<file path="config.mk">
export PLATFORM = sky130hd
export DESIGN_NAME = decoder_nx2n_scan
export DESIGN_NICKNAME = d
export VERILOG_FILES = /design/src/rtl/decoder_nx2n_scan.sv
export SDC_FILE = /design/constraint.sdc
export NUM_CORES = 1
export LEC_CHECK = 0
export BUFFER_PORTS_ARGS = -buffer_cell sky130_fd_sc_hd__clkbuf_2
export CAP_MARGIN = 20
export CORE_AREA = 4 4 41 43
export CTS_BUF_LIST = sky130_fd_sc_hd__clkbuf_8
export DETAILED_ROUTE_END_ITERATION = 6
export DIE_AREA = 0 0 45 47
export SETUP_SLACK_MARGIN = 0.1
export SYNTH_ARGS = -nofsm -noshare
export SYNTH_HDL_FRONTEND = slang
export SYNTH_SLANG_ARGS = --single-unit
</file>
<file path="constraint.sdc">
create_clock -name iClk -period 1.65 [get_ports iClk]
set_clock_uncertainty 0.2 [all_clocks]
set_input_delay 0.0825 -clock iClk [delete_from_list [all_inputs] [get_ports iClk]]
set_output_delay 0.0825 -clock iClk [all_outputs]
set_load 0.05 [all_outputs]
</file>
<file path="src/rtl/decoder_nx2n_scan.sv">
// Registered N-to-2^N one-hot decoder with enable, manual addressing and auto-scan.
// Define DEC_ACTIVE_LOW_EN to drive oD one-cold (idle/reset value all ones).
module decoder_nx2n_scan #(
    parameter int N        = 2,
    parameter int PRESCALE = 4
) (
    input  logic              iClk,
    input  logic              iRst,
    input  logic              iE,
    input  logic              iMode,
    input  logic [N-1:0]      iA,
    output logic [2**N-1:0]   oD,
    output logic [N-1:0]      oSel,
    output logic              oWrap
);

    localparam int W     = 2**N;
    localparam int CNT_W = (PRESCALE > 1) ? $clog2(PRESCALE) : 1;
    localparam logic [CNT_W-1:0] CNT_LAST = CNT_W'(PRESCALE - 1);

    // Polarity mask XOR-ed onto the one-hot vector; also the reset/idle value.
`ifdef DEC_ACTIVE_LOW_EN
    localparam logic [W-1:0] D_IDLE = {W{1'b1}};
`else
    localparam logic [W-1:0] D_IDLE = {W{1'b0}};
`endif

    typedef enum logic [1:0] {
        IDLE   = 2'd0,
        MANUAL = 2'd1,
        SCAN   = 2'd2
    } state_t;

    state_t           state_q, state_d;
    logic [W-1:0]     d_q, d_d;
    logic [N-1:0]     sel_q, sel_d;
    logic [CNT_W-1:0] cnt_q, cnt_d;
    logic             wrap_q, wrap_d;
    logic [W-1:0]     hot;
    logic [CNT_W-1:0] cnt_base;

    always_ff @(posedge iClk or posedge iRst) begin
        if (iRst) begin
            state_q <= IDLE;
            d_q     <= D_IDLE;
            sel_q   <= '0;
            cnt_q   <= '0;
            wrap_q  <= 1'b0;
        end else begin
            state_q <= state_d;
            d_q     <= d_d;
            sel_q   <= sel_d;
            cnt_q   <= cnt_d;
            wrap_q  <= wrap_d;
        end
    end

    always_comb begin
        state_d  = IDLE;
        sel_d    = sel_q;
        cnt_d    = cnt_q;
        wrap_d   = 1'b0;
        hot      = '0;
        // A scan entered from manual mode always starts a fresh prescale period.
        cnt_base = (state_q == MANUAL) ? '0 : cnt_q;

        case ({iE, iMode})
            2'b10: begin
                state_d = MANUAL;
                sel_d   = iA;
                cnt_d   = '0;
                hot     = W'(1) << iA;
            end
            2'b11: begin
                state_d = SCAN;
                if (cnt_base == CNT_LAST) begin
                    cnt_d  = '0;
                    sel_d  = sel_q + N'(1);
                    wrap_d = (sel_q == {N{1'b1}});
                end else begin
                    cnt_d  = cnt_base + CNT_W'(1);
                end
                hot = W'(1) << sel_d;
            end
            default: begin
                state_d = IDLE;
            end
        endcase

        d_d = hot ^ D_IDLE;
    end

    assign oD    = d_q;
    assign oSel  = sel_q;
    assign oWrap = wrap_q;

endmodule

</file>
==> results of run 1 <==
==> cell type report <==
cell class                 count  area, um^2
fill                         122         627
sequential                    11         278
multi-input combinational     26         221
timing repair buffer          16         100
clock buffer                   3        41.3
tap                           15        18.8
inverter                       3        11.3
clock inverter                 1        3.75
==> state kept, by name (all words and copies together), names as in the netlist <==
signal and count:
cnt_q 2, oD 4, oSel 2, oWrap 1
state_q 2
==> cell usage after synthesis (all sizes together) <==
cell,count
nand2b,2
buf,1
ha,2
a21oi,3
and3,3
o21ai,1
xor2,1
mux2i,2
nor2,2
inv,3
nand3,1
and2,2
mux2,2
nor3,2
nand2,1
a22o,2
dfrtp,11
==> per-layer routing <==
metal	vias to the layer above	track usage (%)	share of wire, %	wire (um)
li1	177	-	-	-
met1	160	12.6	45	416
met2	14	16.9	44	402
met3	5	3.45	6.5	60
met4	0	10.5	4.4	40
met5	-	0	0	0
==> path summary, 6_finish.rpt <==
| kind | start | end | cells after the start |
|---|---|---|---|
| min in group asynchronous | iRst | oD[0]$_DFF_PP0_ | 3 |
| worst max register to register | state_q[0]$_DFF_PP0_ | oSel[1]$_DFFE_PP0P_ | 6 |
| max in group asynchronous | iRst | oSel[0]$_DFFE_PP0P_ | 3 |
| worst min-delay path | iA[1] | oD[0]$_DFF_PP0_ | 4 |
| worst min register to register | cnt_q[1]$_DFFE_PP0P_ | cnt_q[1]$_DFFE_PP0P_ | 1 |
| worst max-delay path | state_q[0]$_DFF_PP0_ | oSel[1]$_DFFE_PP0P_ | 6 |
==> through the flow <==
stage	util, %	setup WS (ns)	hold WS (ns)
after floorplan	-	0.00433	-0.265
after global placement	45.1	-0.0364	-0.130
after detailed placement	45.1	-0.0145	-0.128
after CTS	51.6	-0.0157	0.0558
after global routing	51.8	-0.0644	0.0691
final	51.8	-0.0139	0.0639
==> kinds of logic (layout without fill, tap and decap cells) <==
| family | Yosys count | count (layout) | synth area share (%) |
|---|---|---|---|
| AO/OA/AOI/OAI | 6 | 6 | 8.55 |
| XOR/XNOR | 1 | 1 | 1.81 |
| adder cells (fa/ha/maj) | 2 | 2 | 5.18 |
| multiplexers | 4 | 4 | 8.81 |
| AND/OR/NAND/NOR | 13 | 13 | 14.8 |
| flip-flops | 11 | 11 | 57.0 |
| buffers and inverters | 4 | 23 | 3.89 |
==> report_power, final <==
part           leakage, nW  internal (mW)  switching (mW)  total (mW)
combinational        0.184         0.0676           0.113       0.181
sequential           0.140          0.297          0.0175       0.314
clock               0.0269          0.163          0.0968       0.260
==> worst max-delay path, cell delays in order, from the launching register on <==
cell	delay [ns]
dfrtp_1	0.39
nand2b_4	0.08
and2_4	0.15
ha_4	0.16
mux2i_1	0.21
a21oi_2	0.11
mux2_4	0.27
==> what timing repair did <==
action,in CTS,in global routing
gates resized for setup,1,1
setup buffers,0,0
hold buffers,4,0
pin swaps,1,0
hold endpoints to repair,14,0
setup endpoints to repair,5,5
gates cloned,0,0
==> run_results.csv, run 1 <==
group,metric,value,unit
routing,route.detailed.drc,0,
placed_design,dp_hpwl,661,um
run_status,violations,"negative setup slack",
cells_and_area,most-common-layout-cells,"clkbuf_2, dfrtp_1, dlygate4sd3_1, inv_1, clkbuf_8",
timing,maxSlewHeadroom,72.8,%
clock_network,cts_buffers,3,
logic_synthesis,yosysTopAreaCellShare,57.0,%
logic_synthesis,ys_ff_latch,11,
cells_and_area,postLayoutCellArea,674,um^2
routing,wirelength,919,um
floorplanning,die_height,47,um
worst_setup_path,end_kind,"register",
timing,hold_viol_final,0,
worst_setup_path,crit_fanout,5,
timing,worst_slew_pin_slew,0.407,ns
routing,ant_nets,0,
floorplanning,core,1300,um^2
power,leakagePower,0.351,nW
placed_design,dp_cells,67,
placed_design,gp_congestion,0.672,
grt,overflow,0,
cells_and_area,syn_to_final_growth,39.6,%
worst_hold_path,hold_path.class,"in2reg",
grt,grt_pass1_wl,1580,um
placed_design,dpl_cell_area,587,um^2
cells_and_area,final-instance-count-excl-fill,75,
timing,finalCriticalPeriod,1.66,ns
floorplanning,start_util,37.1,%
timing,min_period_over_period,101,%
placed_design,portBuffers,12,
run,maxCapViolCount,0,
clock_network,htree_levels,1,
logic_synthesis,yosys_warnings,0,
floorplanning,die_x,45,um
clock_network,cts-root-buf,"clkbuf_8",
power,p_per_area,1120,nW/um^2
cells_and_area,layout_commonest_cell,"clkbuf_2",
run_status,status,"finished, violations left",
timing,final_max_slew_viol_count,0,
worst_setup_path,rrSetupSlack,-0.01,ns
power,power,0.755,mW
cells_and_area,finalNetCount,69,
logic_synthesis,netlist_area,483,um^2
logic_synthesis,seq_area_frac_synth,57.0,%
cells_and_area,drive_gt1_share,43.3,%
logic_synthesis,synth.avg_cell_area,11.8,um^2
timing,setup_viol,2,
worst_setup_path,arrival,1.59,ns
logic_synthesis,synth_fp_nets,49,
timing,fin_setup_tns,-0.0255,ns
clock_network,clockBufferDepth,2,
clock_network,path_clk_slew,0.05,ns
routing,via_count,356,
floorplanning,fp-row-count,13,
timing,rsz0062_at_grt,"yes",
routing,drt-pass1-iter-count,2,
grt,first_global_vias,386,
routing,routedWlPerCell,12.3,um
floorplanning,die-area,2120,um^2
worst_setup_path,cp-start-kind,"register",
logic_synthesis,synthDistinctLibCells,19,
clock_network,cts.sinks,11,
cells_and_area,n_antenna_cell,0,
worst_setup_path,required,1.57,ns
logic_synthesis,synth_top_area_cell,"dfrtp_1",
logic_synthesis,syn_inst,41,
timing,finalWorstSetupSlack,-0.0139,ns
grt,grt_use_total,11.2,%
logic_synthesis,synthTopCellsByArea,"dfrtp_1, ha_1, mux2_2",
floorplanning,boundaryPins,13,
routing,drt-vias-per-instance,4.75,
clock_network,clkLatencyLatePin,0.24,ns
routing,drt_iter0_markers,1,
clock_network,tritoncts,"yes",
grt,grt_max_degree,12,
worst_setup_path,criticalPathCategory,"reg2reg",
grt,antenna_found_initial,0,
timing,max_freq,601,MHz
power,vdd_drop_max,0.621,mV
(Power assumes the default switching activity.)
==> inputs of run 2 (changes only) <==
--- a/config.mk
+++ b/config.mk
@@ -9,9 +9,12 @@
 export CAP_MARGIN = 20
 export CORE_AREA = 4 4 41 43
 export CTS_BUF_LIST = sky130_fd_sc_hd__clkbuf_8
+export CTS_CLUSTER_DIAMETER = 150
 export DETAILED_ROUTE_END_ITERATION = 6
 export DIE_AREA = 0 0 45 47
 export SETUP_SLACK_MARGIN = 0.1
+export SKIP_CTS_REPAIR_TIMING = 1
+export SKIP_LAST_GASP = 1
 export SYNTH_ARGS = -nofsm -noshare
 export SYNTH_HDL_FRONTEND = slang
 export SYNTH_SLANG_ARGS = --single-unit
==> run 2 against run 1 <==
Against the previous run: the flow still finishes with violations (negative setup slack); clock power decreased by 2%; clock-buffer cell count stayed put; via count is 3.1% higher; core utilization rose by 0.87 points; power rose by 0.63%; hold slack improved by 0.0019 ns; critical path depth stayed put; critical endpoint unchanged.
==> run_results.csv, run 2 (synthesis results as in run 1) <==
group,metric,value,unit
worst_setup_path,end_kind,"register",
cells_and_area,final_core_util,52.7,%
cells_and_area,most-common-layout-cells,"clkbuf_2, dfrtp_1, dlygate4sd3_1, inv_1, clkbuf_8",
timing,fin_setup_tns,-0.0550,ns
power,p_int,0.531,mW
floorplanning,start_util,37.1,%
worst_setup_path,arrival,1.61,ns
timing,max_freq,590,MHz
clock_network,cts_buffers,3,
clock_network,htree_levels,1,
power,p_switching,0.228,mW
cells_and_area,layout_commonest_cell,"clkbuf_2",
grt,first_global_vias,365,
worst_setup_path,critPathTopFamily,"multiplexers",
clock_network,clockBufferDepth,2,
floorplanning,fp-row-count,13,
run,maxCapViolCount,0,
cells_and_area,finalNetCount,70,
routing,via_count,367,
timing,worst_slew_pin_slew,0.411,ns
timing,min_period_over_period,103,%
placed_design,dpl_cell_area,587,um^2
timing,finalCriticalPeriod,1.69,ns
run_status,violations,"negative setup slack",
power,p_sw_share,30.0,%
grt,antenna_found_initial,0,
routing,routedWlPerCell,12.3,um
placed_design,gp_congestion,0.672,
routing,drt_iter0_markers,0,
worst_setup_path,crit_fanout,5,
placed_design,pre_cts_ws,-0.0145,ns
timing,maxSlewHeadroom,72.6,%
worst_setup_path,cp-start-kind,"register",
worst_hold_path,hold_path.class,"in2reg",
grt,overflow,0,
timing,rsz0062_at_grt,"yes",
clock_network,cts-root-buf,"clkbuf_8",
timing,hold_slack,0.0659,ns
routing,wirelength,935,um
worst_setup_path,path_cells,"nand2b_4 > and2_4 > ha_4 > mux2i_2 > a21oi_2 > mux2_4",
routing,drt-pass1-iter-count,1,
cells_and_area,n_antenna_cell,0,
worst_setup_path,path_buf_inv,0,
floorplanning,die-area,2120,um^2
power,p_per_area,1110,nW/um^2
power,p_clk_share,33.8,%
routing,ant_nets,0,
routing,route.detailed.drc,0,
cells_and_area,largest_register_ffs,4,
power,vdd_drop_max,0.652,mV
routing,drt-vias-per-instance,4.83,
clock_network,clkLatencyLatePin,0.24,ns
timing,final_max_slew_viol_count,0,
timing,setup_viol,2,
timing,finalWorstSetupSlack,-0.0437,ns
cells_and_area,drive_gt1_share,45.9,%
power,power_frac_comb,24.8,%
power,p_seq_share,41.5,%
placed_design,portBuffers,12,
timing,hold_viol_final,0,
cells_and_area,postLayoutCellArea,686,um^2
grt,grt_use_total,10.7,%
clock_network,cts.sinks,11,
worst_setup_path,criticalPathCategory,"reg2reg",
run_status,status,"finished, violations left",
clock_network,tritoncts,"yes",
floorplanning,boundaryPins,13,
clock_network,path_clk_slew,0.05,ns
worst_setup_path,cp_slowest_cell,"dfrtp_1",
floorplanning,die_height,47,um
placed_design,dp_hpwl,661,um
floorplanning,die_x,45,um
worst_setup_path,cp_slowest_stage_delay,0.36,ns
floorplanning,core,1300,um^2
grt,grt_pass1_wl,1480,um
grt,grt_max_degree,12,
worst_setup_path,required,1.57,ns
cells_and_area,syn_to_final_growth,42.0,%
power,leakagePower,0.359,nW
[run 2: layout make-up]
cell class	count	area, um^2
Fill cell	121	616
Sequential cell	11	278
Multi-Input combinational cell	26	225
Timing Repair Buffer	17	108
Clock buffer	3	41.3
Tap cell	15	18.8
Inverter	3	11.3
Clock inverter	1	3.75
[run 2: final timing paths]
check / depth (start not counted) / slack (ns) / to / start
max: 6 / -0.04 / oSel[1]$_DFFE_PP0P_ / state_q[1]$_DFF_PP0_
min: 4 / 0.07 / oD[0]$_DFF_PP0_ / iA[1]
max reg2reg: 6 / -0.04 / oSel[1]$_DFFE_PP0P_ / state_q[1]$_DFF_PP0_
min reg2reg: 1 / 0.32 / cnt_q[1]$_DFFE_PP0P_ / cnt_q[1]$_DFFE_PP0P_
max in group asynchronous: 3 / 0.78 / oSel[0]$_DFFE_PP0P_ / iRst
min in group asynchronous: 3 / 0.16 / oD[0]$_DFF_PP0_ / iRst
[run 2: power groups by stage]
stage,Clock (mW),Sequential [mW],Combinational (mW)
finish,0.256,0.315,0.188
global route,0.283,0.317,0.205
global placement,0,0.316,0.172
CTS,0.267,0.313,0.175
detailed placement,0,0.317,0.174
floorplan,0,0.372,0.0776
[run 2: worst min-delay path, stage by stage]
cell      delay, ns
clkbuf_2       0.07
nor2_1         0.04
a21oi_2        0.19
nor3_1         0.08
[run 2: metrics by stage]
stage	power, mW	instances
6_report	0.759	76
4_1_cts	0.754	71
5_1_grt	0.805	76
3_5_place_dp	0.491	67
2_1_floorplan	0.450	41
3_3_place_gp	0.489	67
[run 2: layer usage]
layer	vias up	GRT usage, %	share of wire, %
li1	180	-	-
met1	170	11.4	44
met2	13	16.4	47
met3	4	3.45	6.1
met4	0	10.5	2.5
met5	-	0	0
